`src/rtl/note_display_scanner_pkg.sv`:
```
// note_display_scanner_pkg: shared constants, scan states and width helper for the note display scanner
package note_display_scanner_pkg;
  localparam logic [3:0] NOTE_OFF = 4'h7;
  typedef enum logic {BLANK, DRIVE} state_t;
  function automatic int cnt_w(input int n);
    return (n > 1) ? $clog2(n) : 1;
  endfunction
endpackage

```
`src/rtl/note_display_scanner_scan_timer.sv`:
```
// note_display_scanner_scan_timer: slot counter and BLANK/DRIVE sequencing; ports slot_index (current digit), drive_active (DRIVE phase), frame_boundary (this edge enters BLANK of digit 0)
module note_display_scanner_scan_timer
  import note_display_scanner_pkg::*;
#(
  parameter int NUM_DIGITS   = 4,
  parameter int DIGIT_CYCLES = 100000,
  parameter int BLANK_CYCLES = 1000,
  parameter int IW           = cnt_w(NUM_DIGITS)
) (
  input  logic          clk,
  input  logic          reset,
  output logic [IW-1:0] slot_index,
  output logic          drive_active,
  output logic          frame_boundary
);
  localparam int CW = cnt_w(DIGIT_CYCLES);
  localparam logic [CW-1:0] BLAST = CW'(BLANK_CYCLES - 1);
  localparam logic [CW-1:0] DLAST = CW'(DIGIT_CYCLES - BLANK_CYCLES - 1);
  localparam logic [IW-1:0] ILAST = IW'(NUM_DIGITS - 1);
  state_t state, state_n;
  logic [CW-1:0] cnt, cnt_n;
  logic [IW-1:0] idx, idx_n;
  logic last;
  always_ff @(posedge clk) begin
    if (reset) begin
      state <= BLANK;
      cnt   <= '0;
      idx   <= '0;
    end else begin
      state <= state_n;
      cnt   <= cnt_n;
      idx   <= idx_n;
    end
  end
  always_comb begin
    last           = (state == BLANK) ? (cnt == BLAST) : (cnt == DLAST);
    state_n        = last ? ((state == BLANK) ? DRIVE : BLANK) : state;
    cnt_n          = last ? '0 : cnt + 1'b1;
    idx_n          = (last && state == DRIVE) ? ((idx == ILAST) ? '0 : idx + 1'b1) : idx;
    frame_boundary = last && state == DRIVE && idx == ILAST;
  end
  assign slot_index   = idx;
  assign drive_active = state == DRIVE;
endmodule

```
`src/rtl/note_display_scanner.sv`:
```
// note_display_scanner: multiplexes one note decoder over NUM_DIGITS anodes; ports load/note_codes (tear-free code update), digit_enable (live), note_key/an (registered drive), load_ack/frame_start (pulses)
module note_display_scanner
  import note_display_scanner_pkg::*;
#(
  parameter int NUM_DIGITS   = 4,
  parameter int DIGIT_CYCLES = 100000,
  parameter int BLANK_CYCLES = 1000
) (
  input  logic                    clk,
  input  logic                    reset,
  input  logic                    load,
  input  logic [4*NUM_DIGITS-1:0] note_codes,
  input  logic [NUM_DIGITS-1:0]   digit_enable,
  output logic [3:0]              note_key,
  output logic [NUM_DIGITS-1:0]   an,
  output logic                    load_ack,
  output logic                    frame_start
);
  localparam int IW = cnt_w(NUM_DIGITS);
  logic [IW-1:0] slot_index;
  logic drive_active, frame_boundary, on, fb_q, ack_q, pending;
  logic [NUM_DIGITS-1:0][3:0] active, shadow;
  logic [NUM_DIGITS-1:0] an_n;
  logic [3:0] key_n;
  note_display_scanner_scan_timer #(
    .NUM_DIGITS  (NUM_DIGITS),
    .DIGIT_CYCLES(DIGIT_CYCLES),
    .BLANK_CYCLES(BLANK_CYCLES),
    .IW          (IW)
  ) u_timer (
    .clk           (clk),
    .reset         (reset),
    .slot_index    (slot_index),
    .drive_active  (drive_active),
    .frame_boundary(frame_boundary)
  );
  always_comb begin
    on    = drive_active && digit_enable[slot_index];
    an_n  = on ? ~(NUM_DIGITS'(1) << slot_index) : '1;
    key_n = on ? active[slot_index] : NOTE_OFF;
  end
  // Outputs trail the timer by one edge; the pulses are pipelined to stay aligned with an/note_key.
  always_ff @(posedge clk) begin
    if (reset) begin
      an          <= '1;
      note_key    <= NOTE_OFF;
      load_ack    <= 1'b0;
      frame_start <= 1'b0;
      fb_q        <= 1'b0;
      ack_q       <= 1'b0;
      active      <= {NUM_DIGITS{NOTE_OFF}};
      shadow      <= '0;
      pending     <= 1'b0;
    end else begin
      an          <= an_n;
      note_key    <= key_n;
      fb_q        <= frame_boundary;
      frame_start <= fb_q;
      ack_q       <= frame_boundary & pending;
      load_ack    <= ack_q;
      shadow      <= load ? note_codes : shadow;
      // A load on the boundary edge re-arms pending so it lands at the next boundary.
      pending     <= load | (pending & ~frame_boundary);
      if (frame_boundary && pending) active <= shadow;
    end
  end
endmodule

```
`config.mk`:
```
export PLATFORM = sky130hd
export DESIGN_NAME = note_display_scanner
export DESIGN_NICKNAME = d
export VERILOG_FILES = /design/src/rtl/note_display_scanner_pkg.sv /design/src/rtl/note_display_scanner_scan_timer.sv /design/src/rtl/note_display_scanner.sv
export SDC_FILE = /design/constraint.sdc
export NUM_CORES = 1
export LEC_CHECK = 0
export BUFFER_PORTS_ARGS = -buffer_cell sky130_fd_sc_hd__buf_2
export CORE_ASPECT_RATIO = 0.75
export CORE_MARGIN = 5
export CORE_UTILIZATION = 45
export CTS_CLUSTER_DIAMETER = 50
export CTS_CLUSTER_SIZE = 20
export DETAILED_ROUTE_END_ITERATION = 10
export HOLD_SLACK_MARGIN = 0.1
export PLACE_DENSITY_LB_ADDON = 0.2
export SLEW_MARGIN = 20
export SYNTH_ARGS = -nofsm -noshare
export SYNTH_HDL_FRONTEND = slang
export SYNTH_SLANG_ARGS = --single-unit
```
`constraint.sdc`:
```
create_clock -name clk -period 1.7 [get_ports clk]
set_input_delay 0.17 -clock clk [delete_from_list [all_inputs] [get_ports clk]]
set_output_delay 0.17 -clock clk [all_outputs]
set_load 0.005 [all_outputs]
```
==> results_dict.tcl, run 1 <==
set metrics [dict create \
    status "complete, no violations" \
    wire_per_inst_um 14.15 \
    initial_core_util 0.4661 \
    end_kind "register" \
    synth_edf_count 0 \
    drt_pass1_iterations 4 \
    met3_length_um 435 \
    viasPerCell 5.238 \
    cp.arrival_ns 1.89 \
    power_density_nw_per_um2 880.5 \
    grt_pass1_wl_mm 10.55 \
    dr.max_layer_used "met4" \
    num_io_pins 33 \
    vias 2268 \
    port_buffers 32 \
    dr_wl_met2_mm 2.505 \
    antenna_left 0 \
    synthFlopType "dfxtp_1" \
    whs_path_depth 2 \
    clk_latency_ns 0.33 \
    setup_viol 0 \
    synth.ff_latch_count 65 \
    place_hpwl_mm 4.292 \
    fin_nets 378 \
    diodes 0 \
    synth-seq-area-share 0.4793 \
    period_needed_ns 1.637 \
    async_reset_ff_frac 0 \
    netlist_top_cells_area "dfxtp_1, mux2i_1, nand4_1" \
    cts_root_buf "clkbuf_8" \
    synth_top_area_frac 0.4793 \
    num_rows 24 \
    synth_most_common_cell "dfxtp_1" \
    h-tree-depth 3 \
    drive_above_1_share 0.2592 \
    finClkSkew_ns 0.004753 \
    syn-cell-area_um2 2715 \
    antenna_found_initial 0 \
    rr_endpoint "u_timer.cnt[13]$_SDFF_PP0_" \
    relSlewSlack 0.6610 \
    min_from "reset" \
    grt_start_max_net_pins 18 \
    path_clk_slew_ns 0.06 \
    hold_violations 0 \
    drc 0 \
    clock_path_buffers 2 \
    rsz0062_at_grt "false" \
    design_area_um2 3520 \
    cts_num_sinks 65 \
    postPlaceCellArea_um2 3094 \
    cp.required_ns 1.95 \
    die_h_um 77.27 \
    synthDistinctLibCells 36 \
    rrSetupSlack_ns 0.06 \
    crit_fanout 4 \
    track_usage 0.1712 \
    finalCritPeriodShare 0.9632 \
    cts_tree "done" \
    worstSetupPathType "reg2reg" \
    ir_drop_uv 398.0 \
    reg2regPathDepth 4 \
    power.leakage_nw 1.331 \
    startpoint_type "register" \
    slew_viol_final 0 \
    synth_top_area_cell "dfxtp_1" \
    synth_nets 314 \
    rr_startpoint "u_timer.cnt[3]$_SDFF_PP0_" \
    final.setup.tns_ns 0 \
    yosysWarnings 0 \
    synthCells 286 \
    tightest_slew_ns 0.5085 \
    drt_iter0_markers 176 \
    hp-class "in2reg" \
    area_growth_pct 29.63 \
    fmax_ghz 0.6107 \
    routed_wl_mm 6.125 \
    die-width_um 99.69 \
    cts_made_buffers 9 \
    core_area_um2 5826 \
    synth_common_cells "dfxtp_1, nor2_1, nand4_1, mux2i_1, nand3_1" \
    maxCapViolCount 0 \
    dieArea_um2 7703 \
    syn_avg_cell_area_um2 9.493 \
    place.gp.congestion 0.7922 \
    grt_pass1_vias 2150 \
    grt-ovfl-total 0 \
    drt-met1-wl_mm 3.136 \
    min_to "shadow[6]$_SDFFE_PP0P_" \
]
## registers in the layout, indices dropped and copies added, names as in the netlist
signal,cells
u_timer.cnt,17
ack_q,1
active,16
shadow,16
frame_start,1
pending,1
load_ack,1
note_key,4
u_timer.drive_active,1
u_timer.slot_index,2
fb_q,1
an,4
## cell families (layout without fill, tap and decap cells)
logic type | after synthesis | after routing | synth area share
mux | 22 | 22 | 0.09954
flops | 65 | 65 | 0.4793
fa+ha+maj | 5 | 5 | 0.02304
compound gates | 39 | 39 | 0.08986
simple gates | 115 | 115 | 0.2295
buf+inv | 29 | 98 | 0.04332
xor+xnor | 11 | 11 | 0.03549
## metal layers
| metal | vias to the layer above | track usage |
|---|---|---|
| met5 | - | 0 |
| met4 | 0 | 0.04502 |
| met3 | 6 | 0.05168 |
| met2 | 70 | 0.2344 |
| met1 | 1034 | 0.2574 |
| li1 | 1158 | - |
## critical path: stages (launching register included)
cell and delay [ns]:
dfxtp_2 0.37, nand3_1 0.12, or3_4 0.40, or4_1 0.47, a21oi_1 0.19
## area by class of cell
class,count,area [um2]
Clock inverter,3,65.06
Timing Repair Buffer,73,536.8
Clock buffer,13,138.9
Fill cell,511,2306
Multi-Input combinational cell,192,1335
Tap cell,78,97.59
Inverter,9,33.78
Sequential cell,65,1313
## what timing repair did
action	4_1_cts	5_1_grt
hold buffers	16	0
gates resized for setup	1	15
setup buffers	0	1
endpoints found under the setup margin	1	16
pin swaps	0	1
endpoints found under the hold margin	16	0
## per-stage QoR
| stage | power (mW) | hold slack (ns) | worst slack, ns | utilization | std cells |
|---|---|---|---|---|---|
| after global placement | 1.733 | 0.4029 | 0.02616 | 0.5311 | 400 |
| final | 3.099 | 0.2079 | 0.06250 | 0.6042 | 433 |
| after detailed placement | 1.735 | 0.4124 | 0.01171 | 0.5311 | 400 |
| after CTS | 3.134 | 0.1870 | 0.005298 | 0.5939 | 432 |
| after global routing | 3.226 | 0.2007 | 0.006230 | 0.6042 | 433 |
| after floorplan | 1.679 | 0.3076 | 0.04248 | - | 286 |
## power breakdown
part           switching (mW)  internal [mW]
logic                  0.0719         0.0913
registers              0.0232           1.55
clock network           0.532          0.826
## layout by cell type, fill, tap and decap left out, types with 3 or more instances in the layout
cell type | Yosys | final
xor2_1 | 3 | 3
dlygate4sd3_1 | 0 | 16
or4_1 | 3 | 3
mux2i_1 | 18 | 18
buf_4 | 0 | 22
or3_1 | 4 | 3
clkbuf_8 | 0 | 9
ha_1 | 5 | 4
nand3_1 | 18 | 18
o31ai_1 | 14 | 12
nand2_1 | 12 | 11
dfxtp_2 | 0 | 6
o21ai_0 | 9 | 9
mux4_2 | 4 | 4
dfxtp_1 | 65 | 58
clkbuf_1 | 11 | 4
nor2_1 | 33 | 33
nor3_1 | 4 | 4
nand2b_1 | 3 | 3
and4_1 | 3 | 3
inv_1 | 9 | 9
a21oi_1 | 11 | 11
nand4_1 | 21 | 21
buf_2 | 7 | 32
xnor2_1 | 8 | 8
## how the worst max path moves through the flow
stage,start,endpoint,slack [ns],cells past startpoint
2_1_floorplan,u_timer.cnt[6]$_SDFF_PP0_,u_timer.cnt[13]$_SDFF_PP0_,0.04,5
3_3_place_gp,u_timer.cnt[5]$_SDFF_PP0_,u_timer.cnt[13]$_SDFF_PP0_,0.03,4
3_5_place_dp,u_timer.cnt[5]$_SDFF_PP0_,u_timer.cnt[13]$_SDFF_PP0_,0.01,4
4_1_cts,u_timer.cnt[0]$_SDFF_PP0_,u_timer.cnt[13]$_SDFF_PP0_,0.005,4
5_1_grt,u_timer.cnt[3]$_SDFF_PP0_,u_timer.cnt[13]$_SDFF_PP0_,0.006,4
6_report,u_timer.cnt[3]$_SDFF_PP0_,u_timer.cnt[13]$_SDFF_PP0_,0.06,4
Note: power is estimated with default switching activity, not from simulation.
==> run 2, diff against run 1 <==
--- a/config.mk
+++ b/config.mk
@@ -5,6 +5,7 @@
 export SDC_FILE = /design/constraint.sdc
 export NUM_CORES = 1
 export LEC_CHECK = 0
+export ABC_AREA = 1
 export BUFFER_PORTS_ARGS = -buffer_cell sky130_fd_sc_hd__buf_2
 export CORE_ASPECT_RATIO = 0.75
 export CORE_MARGIN = 5
==> run 2 against run 1 <==
Effect of this change:
- critical endpoint is now active[6]$_SDFFE_PP1P_
- die area shrank 1.4%
- combinational power shrank 6%
- sequential power is essentially flat
- global-route usage shrank 0.89 points
- area after synthesis shrank 1.6%
==> results_dict.tcl, run 2 <==
set metrics [dict create \
    status "complete, no violations" \
    cp-startpoint "u_timer.slot_index[0]$_SDFFE_PP0P_" \
    internal_power_mw 2.345 \
    die_h_um 76.73 \
    grt_pass1_wl_mm 9.901 \
    rr_startpoint "u_timer.slot_index[0]$_SDFFE_PP0P_" \
    combPwrFrac 0.051 \
    setup_viol 0 \
    end_kind "register" \
    hold_violations 0 \
    core_area_um2 5796 \
    synth_nets 377 \
    cts_root_buf "clkbuf_8" \
    cts_tree "done" \
    vias 2343 \
    antenna_found_initial 0 \
    crit_end "active[6]$_SDFFE_PP1P_" \
    slowest_delay_ns 0.44 \
    finClkSkew_ns 0.005665 \
    finalCoreUtilization 0.5818 \
    power_switching_mw 0.6720 \
    rsz0062_at_grt "true" \
    crit_chain "ha_1 > inv_1 > nor3_2 > buf_4 > nand3_1 > nand3_1" \
    path_clk_slew_ns 0.07 \
    postPlaceCellArea_um2 2935 \
    drt_iter0_markers 123 \
    worstSetupPathType "reg2reg" \
    maxCapViolCount 0 \
    swShare 0.2227 \
    power.leakage_nw 1.434 \
    netlist_top_cells_area "dfxtp_1, nor2_1, nand2_1" \
    initial_core_util 0.4609 \
    gr-usage-met1 0.2332 \
    grt_most_used_layer "met1" \
    place_hpwl_mm 3.931 \
    synth-seq-area-share 0.4871 \
    yosysWarnings 0 \
    cts_made_buffers 9 \
    place.gp.congestion 0.8290 \
    synth_top_area_frac 0.4871 \
    drt_pass1_iterations 4 \
    routed_wl_mm 5.969 \
    num_io_pins 33 \
    finalCritPeriodShare 0.9561 \
    dieArea_um2 7593 \
    cp.arrival_ns 1.91 \
    viasPerCell 4.772 \
    cts_num_sinks 65 \
    tightest_slew_ns 0.4044 \
    grt_start_max_net_pins 35 \
    track_usage 0.1623 \
    synthDistinctLibCells 29 \
    fin_nets 436 \
    clock_path_buffers 2 \
    rrSetupSlack_ns 0.07 \
    power_density_nw_per_um2 894.9 \
    clk_latency_ns 0.34 \
    final.setup.tns_ns 0 \
    regMostFlops "u_timer.cnt" \
    slowest_stage "ha_1" \
    port_buffers 32 \
    grtUsageMet3 0.06256 \
    area_growth_pct 26.23 \
    diodes 0 \
    final_common_cell "nor2_1" \
    async_reset_ff_frac 0 \
    relSlewSlack 0.7304 \
    wire_per_inst_um 12.16 \
    num_rows 24 \
    reg_top3 "u_timer.cnt: 17 flops, active: 16 flops, shadow: 16 flops" \
    reg2regPathDepth 6 \
    synthCells 349 \
    hp-class "in2reg" \
    drive_above_1_share 0.2034 \
    drc 0 \
    crit_fanout 12 \
    synth_top_area_cell "dfxtp_1" \
    slew_viol_final 0 \
    antenna_left 0 \
    syn-cell-area_um2 2671 \
    syn_avg_cell_area_um2 7.654 \
    cp.required_ns 1.98 \
    finalPower_mw 3.017 \
    largest_register_ffs 17 \
    seqPwrFrac 0.524 \
    regArea_um2 1309 \
    startpoint_type "register" \
    rr_endpoint "active[6]$_SDFFE_PP1P_" \
    synth_common_cells "nor2_1, dfxtp_1, nand2_1, nand3_1, o21ai_0" \
    h-tree-depth 3 \
    cp_common_cell "nand3_1" \
    grt-ovfl-total 0 \
    holdWs_ns 0.1955 \
    synth.ff_latch_count 65 \
    synth_most_common_cell "nor2_1" \
    die-width_um 98.97 \
    grt_pass1_vias 2185 \
    mostFrequentLayoutCells "nor2_1, dfxtp_1, nand2_1, nand3_1, buf_2" \
    grt_util_met2 0.2265 \
    period_needed_ns 1.625 \
    ir_drop_uv 674.6 \
    synthFlopType "dfxtp_1" \
    synth_edf_count 0 \
    design_area_um2 3372 \
    fmax_ghz 0.6152 \
    clkPwrFrac 0.425 \
    fillCellCount 541 \
    multi_input_area_um2 1255 \
]
run 2: cell count changes in the layout (fill, tap and decap cells not counted), sizes merged, moves of 5 or more:
cell,delta
nor2,+50
nand2,+48
nand4,-19
mux2i,-18
o21ai,+18
nand3,+17
inv,+16
buf,-15
o31ai,-14
xnor2,-5
run 2: metrics by stage:
step,instances,setup WS (ns)
floorplan,349,0.2101
global placement,456,0.08932
detailed placement,456,0.02132
CTS,489,0.01089
global route,491,-0.007054
finish,491,0.07460
run 2: timing repair:
action,in CTS,in global routing
buffers inserted,0,1
hold buffers,17,0
endpoints found under the hold margin,21,0
resized for setup,0,16
endpoints found under the setup margin,0,21
run 2: worst min path at each step:
stage	depth (start not counted)	slack, ns	from	to
after global routing	4	0.22	load	shadow[11]$_SDFFE_PP0P_
after CTS	4	0.19	load	shadow[1]$_SDFFE_PP0P_
after floorplan	2	0.30	note_codes[12]	shadow[12]$_SDFFE_PP0P_
after global placement	2	0.39	fb_q$_SDFF_PP0_	frame_start$_SDFF_PP0_
after detailed placement	2	0.39	fb_q$_SDFF_PP0_	frame_start$_SDFF_PP0_
final	4	0.20	load	shadow[1]$_SDFFE_PP0P_
run 2: worst max-delay path: cells and delay by family, from the launching register on:
family / cells / cell delay [ns]
buf+inv: 2 / 0.31
simple gates: 3 / 0.39
fa+ha+maj: 1 / 0.44
flops: 1 / 0.43
run 2: kinds of logic after synthesis:
kind of cell             after synthesis  share of synthesized area
XOR/XNOR                               9                    0.02951
buffers and inverters                 40                    0.06229
AND/OR/NAND/NOR                      189                     0.3152
flip-flops                            65                     0.4871
adder cells (fa/ha/maj)                5                    0.02342
AO/OA/AOI/OAI                         41                    0.08244
run 2: final cells by class:
| class | count | area share |
|---|---|---|
| clock buffers | 11 | 0.04193 |
| clock inverters | 5 | 0.01633 |
| inverters | 28 | 0.03117 |
| multi-input cells | 245 | 0.3722 |
| flip-flops and latches | 65 | 0.3881 |
| well taps | 78 | 0.02894 |
| repair buffers | 59 | 0.1213 |
run 2: power groups by stage:
stage,Combinational (mW),Sequential [mW],Clock (mW)
floorplan,0.0701,1.61,0
global placement,0.118,1.61,0
detailed placement,0.119,1.61,0
CTS,0.149,1.58,1.33
global route,0.175,1.58,1.40
finish,0.153,1.58,1.28
run 2: routing by layer:
layer | wire [um] | up-vias | share of wire
li1 | - | 1249 | -
met4 | 66 | 0 | 0.011
met1 | 3079 | 1020 | 0.52
met5 | 0 | - | 0
met2 | 2437 | 65 | 0.41
met3 | 385 | 9 | 0.064
